<file path="src/rtl/race_lights_pkg.sv">
// Shared types and constants for the race start light scheduler.
package race_lights_pkg;

    typedef enum logic [2:0] {
        StIdle    = 3'd0,
        StRedHold = 3'd1,
        StYellow  = 3'd2,
        StGreen   = 3'd3,
        StFault   = 3'd4
    } state_e;

    localparam logic [1:0] CfgRed    = 2'd0;
    localparam logic [1:0] CfgYellow = 2'd1;
    localparam logic [1:0] CfgGreen  = 2'd2;
    localparam logic [1:0] CfgFault  = 2'd3;

    localparam int unsigned TRedDef    = 1;
    localparam int unsigned TYellowDef = 1;
    localparam int unsigned TGreenDef  = 3;
    localparam int unsigned TFaultDef  = 2;

endpackage

</file>
<file path="src/rtl/rr_arbiter.sv">
// Combinational round-robin picker: first requester strictly after the last-granted lane.
module rr_arbiter #(
    parameter int unsigned NUM_LANES = 4,
    parameter int unsigned PW        = $clog2(NUM_LANES)
) (
    input  logic [NUM_LANES-1:0] req_i,
    input  logic [PW-1:0]        ptr_i,
    output logic [NUM_LANES-1:0] gnt_o
);

    logic          found;
    logic [PW-1:0] idx;

    always_comb begin
        gnt_o = '0;
        found = 1'b0;
        idx   = '0;
        for (int unsigned i = 1; i <= NUM_LANES; i++) begin
            idx = PW'((32'(ptr_i) + i) % NUM_LANES);
            if (!found && req_i[idx]) begin
                gnt_o[idx] = 1'b1;
                found      = 1'b1;
            end
        end
    end

endmodule

</file>
<file path="src/rtl/race_start_scheduler.sv">
// Arbitrates lanes onto one shared set of race lights and runs the timed start sequence.
module race_start_scheduler
    import race_lights_pkg::*;
#(
    parameter int unsigned NUM_LANES    = 4,
    parameter int unsigned TW           = 4,
    parameter int unsigned T_RED_DEF    = TRedDef,
    parameter int unsigned T_YELLOW_DEF = TYellowDef,
    parameter int unsigned T_GREEN_DEF  = TGreenDef,
    parameter int unsigned T_FAULT_DEF  = TFaultDef
) (
    input  logic                 CLOCK,
    input  logic                 RESET,
    input  logic [NUM_LANES-1:0] REQ,
    input  logic [NUM_LANES-1:0] GO,
    input  logic                 ABORT,
    input  logic                 CFG_WE,
    input  logic [1:0]           CFG_SEL,
    input  logic [TW-1:0]        CFG_DATA,
    output logic [NUM_LANES-1:0] GRANT,
    output logic                 RED,
    output logic                 YELLOW,
    output logic                 GREEN,
    output logic                 FAULT,
    output logic                 DONE,
    output logic [NUM_LANES-1:0] FS_LANE
);

    localparam int unsigned PW = $clog2(NUM_LANES);

    state_e               state_q, state_d;
    logic [TW-1:0]        timer_q, timer_d;
    logic [NUM_LANES-1:0] grant_q, grant_d;
    logic [PW-1:0]        ptr_q, ptr_d;
    logic                 done_q, done_d;
    logic [NUM_LANES-1:0] fs_q, fs_d;
    logic [TW-1:0]        hold_q [4];
    logic [TW-1:0]        hold_d [4];

    logic [NUM_LANES-1:0] arb_gnt;
    logic [PW-1:0]        gnt_idx;
    logic [TW-1:0]        cur_hold, hold_last;
    logic                 expire, false_start;

    rr_arbiter #(
        .NUM_LANES (NUM_LANES),
        .PW        (PW)
    ) u_rr_arbiter (
        .req_i (REQ),
        .ptr_i (ptr_q),
        .gnt_o (arb_gnt)
    );

    always_comb begin
        gnt_idx = '0;
        for (int unsigned i = 0; i < NUM_LANES; i++) begin
            if (grant_q[i]) gnt_idx = PW'(i);
        end
    end

    always_comb begin
        case (state_q)
            StYellow: cur_hold = hold_q[CfgYellow];
            StGreen:  cur_hold = hold_q[CfgGreen];
            StFault:  cur_hold = hold_q[CfgFault];
            default:  cur_hold = hold_q[CfgRed];
        endcase
        // A zero hold behaves like a one-cycle hold.
        hold_last   = (cur_hold == '0) ? '0 : cur_hold - TW'(1);
        expire      = (timer_q == hold_last);
        false_start = ((state_q == StRedHold) || (state_q == StYellow)) && |(GO & grant_q);
    end

    always_comb begin
        state_d = state_q;
        timer_d = timer_q;
        grant_d = grant_q;
        ptr_d   = ptr_q;
        done_d  = 1'b0;
        fs_d    = '0;
        hold_d  = hold_q;
        case (state_q)
            StIdle: begin
                timer_d = '0;
                grant_d = '0;
                if (CFG_WE) hold_d[CFG_SEL] = CFG_DATA;
                if (|REQ) begin
                    grant_d = arb_gnt;
                    state_d = StRedHold;
                end
            end
            StRedHold, StYellow, StGreen, StFault: begin
                if (ABORT) begin
                    state_d = StIdle;
                    timer_d = '0;
                    grant_d = '0;
                end else if (false_start) begin
                    state_d = StFault;
                    timer_d = '0;
                    fs_d    = grant_q;
                    grant_d = '0;
                    ptr_d   = gnt_idx;
                end else if (expire) begin
                    timer_d = '0;
                    case (state_q)
                        StRedHold: state_d = StYellow;
                        StYellow:  state_d = StGreen;
                        StGreen: begin
                            state_d = StIdle;
                            grant_d = '0;
                            ptr_d   = gnt_idx;
                            done_d  = 1'b1;
                        end
                        default:   state_d = StIdle;
                    endcase
                end else begin
                    timer_d = timer_q + TW'(1);
                end
            end
            default: begin
                state_d = StIdle;
                timer_d = '0;
                grant_d = '0;
            end
        endcase
    end

    // State is updated on the falling edge of the system clock.
    always_ff @(negedge CLOCK or posedge RESET) begin
        if (RESET) begin
            state_q           <= StIdle;
            timer_q           <= '0;
            grant_q           <= '0;
            ptr_q             <= PW'(NUM_LANES - 1);
            done_q            <= 1'b0;
            fs_q              <= '0;
            hold_q[CfgRed]    <= TW'(T_RED_DEF);
            hold_q[CfgYellow] <= TW'(T_YELLOW_DEF);
            hold_q[CfgGreen]  <= TW'(T_GREEN_DEF);
            hold_q[CfgFault]  <= TW'(T_FAULT_DEF);
        end else begin
            state_q <= state_d;
            timer_q <= timer_d;
            grant_q <= grant_d;
            ptr_q   <= ptr_d;
            done_q  <= done_d;
            fs_q    <= fs_d;
            hold_q  <= hold_d;
        end
    end

    always_comb begin
        RED    = 1'b0;
        YELLOW = 1'b0;
        GREEN  = 1'b0;
        FAULT  = 1'b0;
        case (state_q)
            StYellow: YELLOW = 1'b1;
            StGreen:  GREEN  = 1'b1;
            StFault: begin
                RED   = 1'b1;
                FAULT = 1'b1;
            end
            default:  RED    = 1'b1;
        endcase
    end

    assign GRANT   = grant_q;
    assign DONE    = done_q;
    assign FS_LANE = fs_q;

endmodule
</file>
<file path="config.mk">
export PLATFORM = sky130hd
export DESIGN_NAME = race_start_scheduler
export DESIGN_NICKNAME = d
export VERILOG_FILES = /design/src/rtl/race_lights_pkg.sv /design/src/rtl/rr_arbiter.sv /design/src/rtl/race_start_scheduler.sv
export SDC_FILE = /design/constraint.sdc
export NUM_CORES = 1
export LEC_CHECK = 0
export CAP_MARGIN = 40
export CORE_MARGIN = 5
export CORE_UTILIZATION = 50
export CTS_BUF_LIST = sky130_fd_sc_hd__clkbuf_2
export CTS_CLUSTER_SIZE = 30
export DETAILED_ROUTE_END_ITERATION = 16
export PLACE_DENSITY = 0.78
export SETUP_SLACK_MARGIN = 0.02
export SLEW_MARGIN = 40
export SYNTH_ARGS = -nofsm -noshare
export SYNTH_HDL_FRONTEND = slang
export SYNTH_SLANG_ARGS = --single-unit
</file>
<file path="constraint.sdc">
create_clock -name CLOCK -period 2.79 [get_ports CLOCK]
set_input_delay 0.4185 -clock CLOCK [delete_from_list [all_inputs] [get_ports CLOCK]]
set_output_delay 0.4185 -clock CLOCK [all_outputs]
set_load 0.01 [all_outputs]
</file>
Word-level counts from Yosys, hierarchy flattened
Index checks and enable logic that the tools add are counted.

Magnitude comparators: 10. Eq/ne operators: 8. Add/subtract/negate cells: 6. Mux-type cells: 61. Reductions and logical operators: 25. Bitwise gates (word level): 6.

Operators by type and width (count): 4-bit 2-to-1 mux (18); 1-bit 2-to-1 mux (20); 16-bit bitwise mux (1); 2-bit by 3-bit < comparator with 1-bit output (second input constant) (4); 3-bit 2-to-1 mux (4); 4-bit bitwise OR (3); 4-bit case mux with 3 select lines (1); 4-bit OR reduction (3); 2-bit 2-to-1 mux (5); 1-bit logical AND (9); 1-bit binary-select mux with 2-bit select (4); 1-bit demux with 2-bit select (4); 4-bit demux with 2-bit select (1); 2-bit by 1-bit greater-or-equal comparator with 1-bit output (second input constant) (4); 4-bit != test (second input constant) (2); 4-bit case mux with 2 select lines (1); 3-bit by 2-bit == test with 1-bit output (second input constant) (2); 3-bit case mux with 2 select lines (1); 2-bit AND reduction (3); 2-bit by 1-bit adder with 2-bit output (second input constant) (2); 2-bit adder (second input constant) (2); 4-bit by 1-bit adder with 4-bit output (second input constant) (1); 4-bit AND (1); 4-bit == test (1); other kinds (16) (19).

Flip-flop bits (word level): 34.

Depth between registers and ports, before layout
Gate-level depths: netlist (run 1).

Depth in word-level cells: 15. Gate-level depth with buffers: 10.

Cells and area by module
Synthesis (run 1) repeated with hierarchy kept, for this count alone.

Cell total of the unflattened synthesis: 207. Area, all modules: 2260.9 µm².

By module, submodules not included: race_start_scheduler (seq. area each 859.6 µm², cells each 169, instances 1, area an instance 1903.1 µm²); rr_arbiter (seq. area each 0.0 µm², cells each 38, instances 1, area an instance 357.8 µm²).

==> results.json, run 1 <==
{
  "first_global_vias": 1787,
  "violations": "negative setup slack",
  "via_per_inst": 5.46,
  "crit_arrival_ns": 2.76,
  "path_clk_slew_ns": 0.13,
  "core_um2": 4090,
  "dp_hpwl_mm": 3.71,
  "postSynthAreaPerCell_um2": 10.8,
  "clkLatencyLatePin_ns": 0.43,
  "p_leak_nw": 1.43,
  "dp_cells": 306,
  "synth_area_leader_cell": "dfrtn_1",
  "drv_cap": 0,
  "cts_sinks": 34,
  "grt_use_met1_pct": 26.1,
  "multi_input_area_um2": 1340,
  "netlist_area_um2": 2160,
  "synth.area.top_cells": "dfrtn_1 31%, mux2_2 8.9%, dfstp_2 8.5%",
  "crit_start": "state_q[2]",
  "routedWlPerCell_um": 15.8,
  "setup_viol": 9,
  "drtIter0Drc": 85,
  "dpl_cell_area_um2": 2750,
  "slew_viol_final": 0,
  "crit_path_end_kind": "output port",
  "cp.required_ns": 2.37,
  "stdcell_area_um2": 3110,
  "vias": 1867,
  "ys_ff_latch": 34,
  "grtUsageMet2_pct": 32.2,
  "tightestPinTransition_ns": 0.659,
  "n_antenna_cell": 0,
  "timing.rr.start": "state_q[0]",
  "cp-start-kind": "flop",
  "nets": 317,
  "layout.cells.non_filler": 342,
  "die_h_um": 75.7,
  "drive_gt1_share_pct": 49.3,
  "crit_type": "reg2out",
  "cts_hold_buf": 0,
  "ff_latch_area_um2": 860,
  "grt_overflow": 0,
  "ctsHtreeMaxLevel": 2,
  "ys_seq_area_share_pct": 39.8,
  "finalHoldViolations": 0,
  "finalWorstSetupSlack_ns": -0.393,
  "grt_pass1_wl_mm": 8.40,
  "clockRootBuffer": "clkbuf_2",
  "ys_warn_count": 0,
  "synth_common_cells": "27 x dfrtn_1, 17 x mux2_2, 15 x nor2_1, 14 x inv_1, 11 x nand2_1",
  "synth_enable_flop_cells": 0,
  "cts_tree": "done",
  "fillers": 260,
  "row_count": 23,
  "finalSetupTns_ns": -2.07,
  "finClkSkew_ns": 0.0887,
  "worstPathMaxFanout": 3,
  "hp-start": "hold_q[9]",
  "initial_utilization_pct": 52.8,
  "clockBufferDepth": 2,
  "die_area_um2": 5730,
  "cts_made_buffers": 5,
  "drc": 0,
  "dr.pass1.iters": 5,
  "grt_max_degree": 14,
  "wirelength_mm": 5.41,
  "grt_most_used_layer": "met2",
  "ant_nets": 0,
  "die_x_um": 75.7,
  "peakVddDrop_mv": 0.570,
  "grt_usage_pct": 19.6,
  "yosysMostFrequentCell": "dfrtn_1",
  "fin_total_pwr_w": 0.00303,
  "syn_to_final_growth_pct": 44.1,
  "rsz0062_at_grt": "yes",
  "portBuffers": 30,
  "syn-num-nets": 225,
  "synth_ff_type": "dfrtn_1",
  "yosysTopAreaCellShare_pct": 31.3,
  "powerDensity_nw_per_um2": 974,
  "synthArstFlopShare_pct": 100,
  "hold_path_class": "reg2reg",
  "ios": 31,
  "synth_cells": 199,
  "relSlewSlack_pct": 55.7,
  "gp_congestion": 0.886,
  "antenna_found_initial": 0,
  "fin_util_pct": 76.1,
  "synthDistinctLibCells": 62,
  "status": "finished, violations left",
  "grt_util_met3_pct": 4.09
}
routing by layer:
layer	part of all wire (%)	routed length [um]
met1	46	2470
met5	0	0
met2	48	2580
met4	1.4	77
met3	5.2	283
what timing repair did:
item / 4_1_cts / 5_1_grt
pin swaps: 13 / 19
setup endpoints to repair: 38 / 26
setup buffers: 7 / 17
resized for setup: 99 / 27
area by class of cell:
type	instances	share of cell area (%)
repair buffers	84	23.2
flip-flops and latches	34	27.6
well taps	50	2.01
multi-input cells	145	43.1
clock buffers	5	0.805
inverters	14	1.69
clock inverters	10	1.53
flip-flops by register name, indices dropped and copies added, names as in the netlist:
name     flops
timer_q      4
state_q      3
hold_q      16
GRANT        4
ptr_q        2
DONE         1
FS_LANE      4
critical path, stage by stage (launching register included):
cell and delay, ns:
dfrtn_1 0.53, buf_6 0.13, nor3b_4 0.21, buf_2 0.17
final timing paths:
kind | end | slack [ns] | cells past startpoint
max in group asynchronous | hold_q[13] | 0.69 | 3
max | FAULT | -0.39 | 3
min | hold_q[9] | 0.46 | 1
min in group asynchronous | hold_q[15] | 1.92 | 3
max reg2reg | state_q[0] | -0.02 | 11
min reg2reg | hold_q[9] | 0.46 | 1
cells by family (layout without fill, tap and decap cells):
logic type / count (synthesis) / after routing / synth area share, %
adders and majority gates: 8 / 8 / 4.64
and+or+nand+nor: 70 / 70 / 19.8
muxes: 24 / 24 / 13.5
xor gates and xnor gates: 4 / 4 / 1.62
AOI/OAI and AO/OA: 39 / 39 / 15.9
DFF: 34 / 34 / 39.8
buffers and inverters: 20 / 113 / 4.75
through the flow:
stage,setup slack [ns],hold WS (ns)
6_report,-0.393,0.456
5_1_grt,-0.449,0.480
4_1_cts,-0.389,0.457
3_5_place_dp,-0.947,0.453
3_3_place_gp,-0.914,0.445
2_1_floorplan,-0.285,0.431
where the power goes:
group	total [W]	internal (W)	switching [W]
Clock	0.000296	0.0000782	0.000218
Combinational	0.00190	0.000992	0.000904
Sequential	0.000836	0.000709	0.000127
placed cells by master, fill, tap and decap left out, types with 3 or more instances in the layout:
cell / Yosys / routed
dlygate4sd2_1: 0 / 3
inv_1: 14 / 19
buf_6: 3 / 11
mux2i_1: 4 / 3
a21oi_1: 7 / 6
ha_1: 8 / 8
nor3_1: 8 / 5
xnor2_1: 4 / 3
a31o_1: 4 / 4
nor3_2: 2 / 4
mux2_2: 17 / 16
clkbuf_2: 1 / 6
buf_12: 0 / 3
buf_2: 0 / 11
dfrtn_1: 27 / 27
clkdlybuf4s50_1: 0 / 7
nor2_1: 15 / 13
and2_1: 8 / 7
buf_4: 1 / 44
nand2_1: 11 / 11
dfstp_2: 7 / 7
a222oi_1: 4 / 4
(Power assumes the default switching activity.)
==> inputs of run 2 (changes only) <==
HOLD_SLACK_MARGIN = 0.06   (was default)
==> results of run 2 <==
Final layout, timing and power as in run 1 (identical DEF).
==> inputs of run 3 (changes only) <==
HOLD_SLACK_MARGIN = 0.03   (was 0.06)
==> results of run 3 <==
Final layout, timing and power as in run 1 (identical DEF).
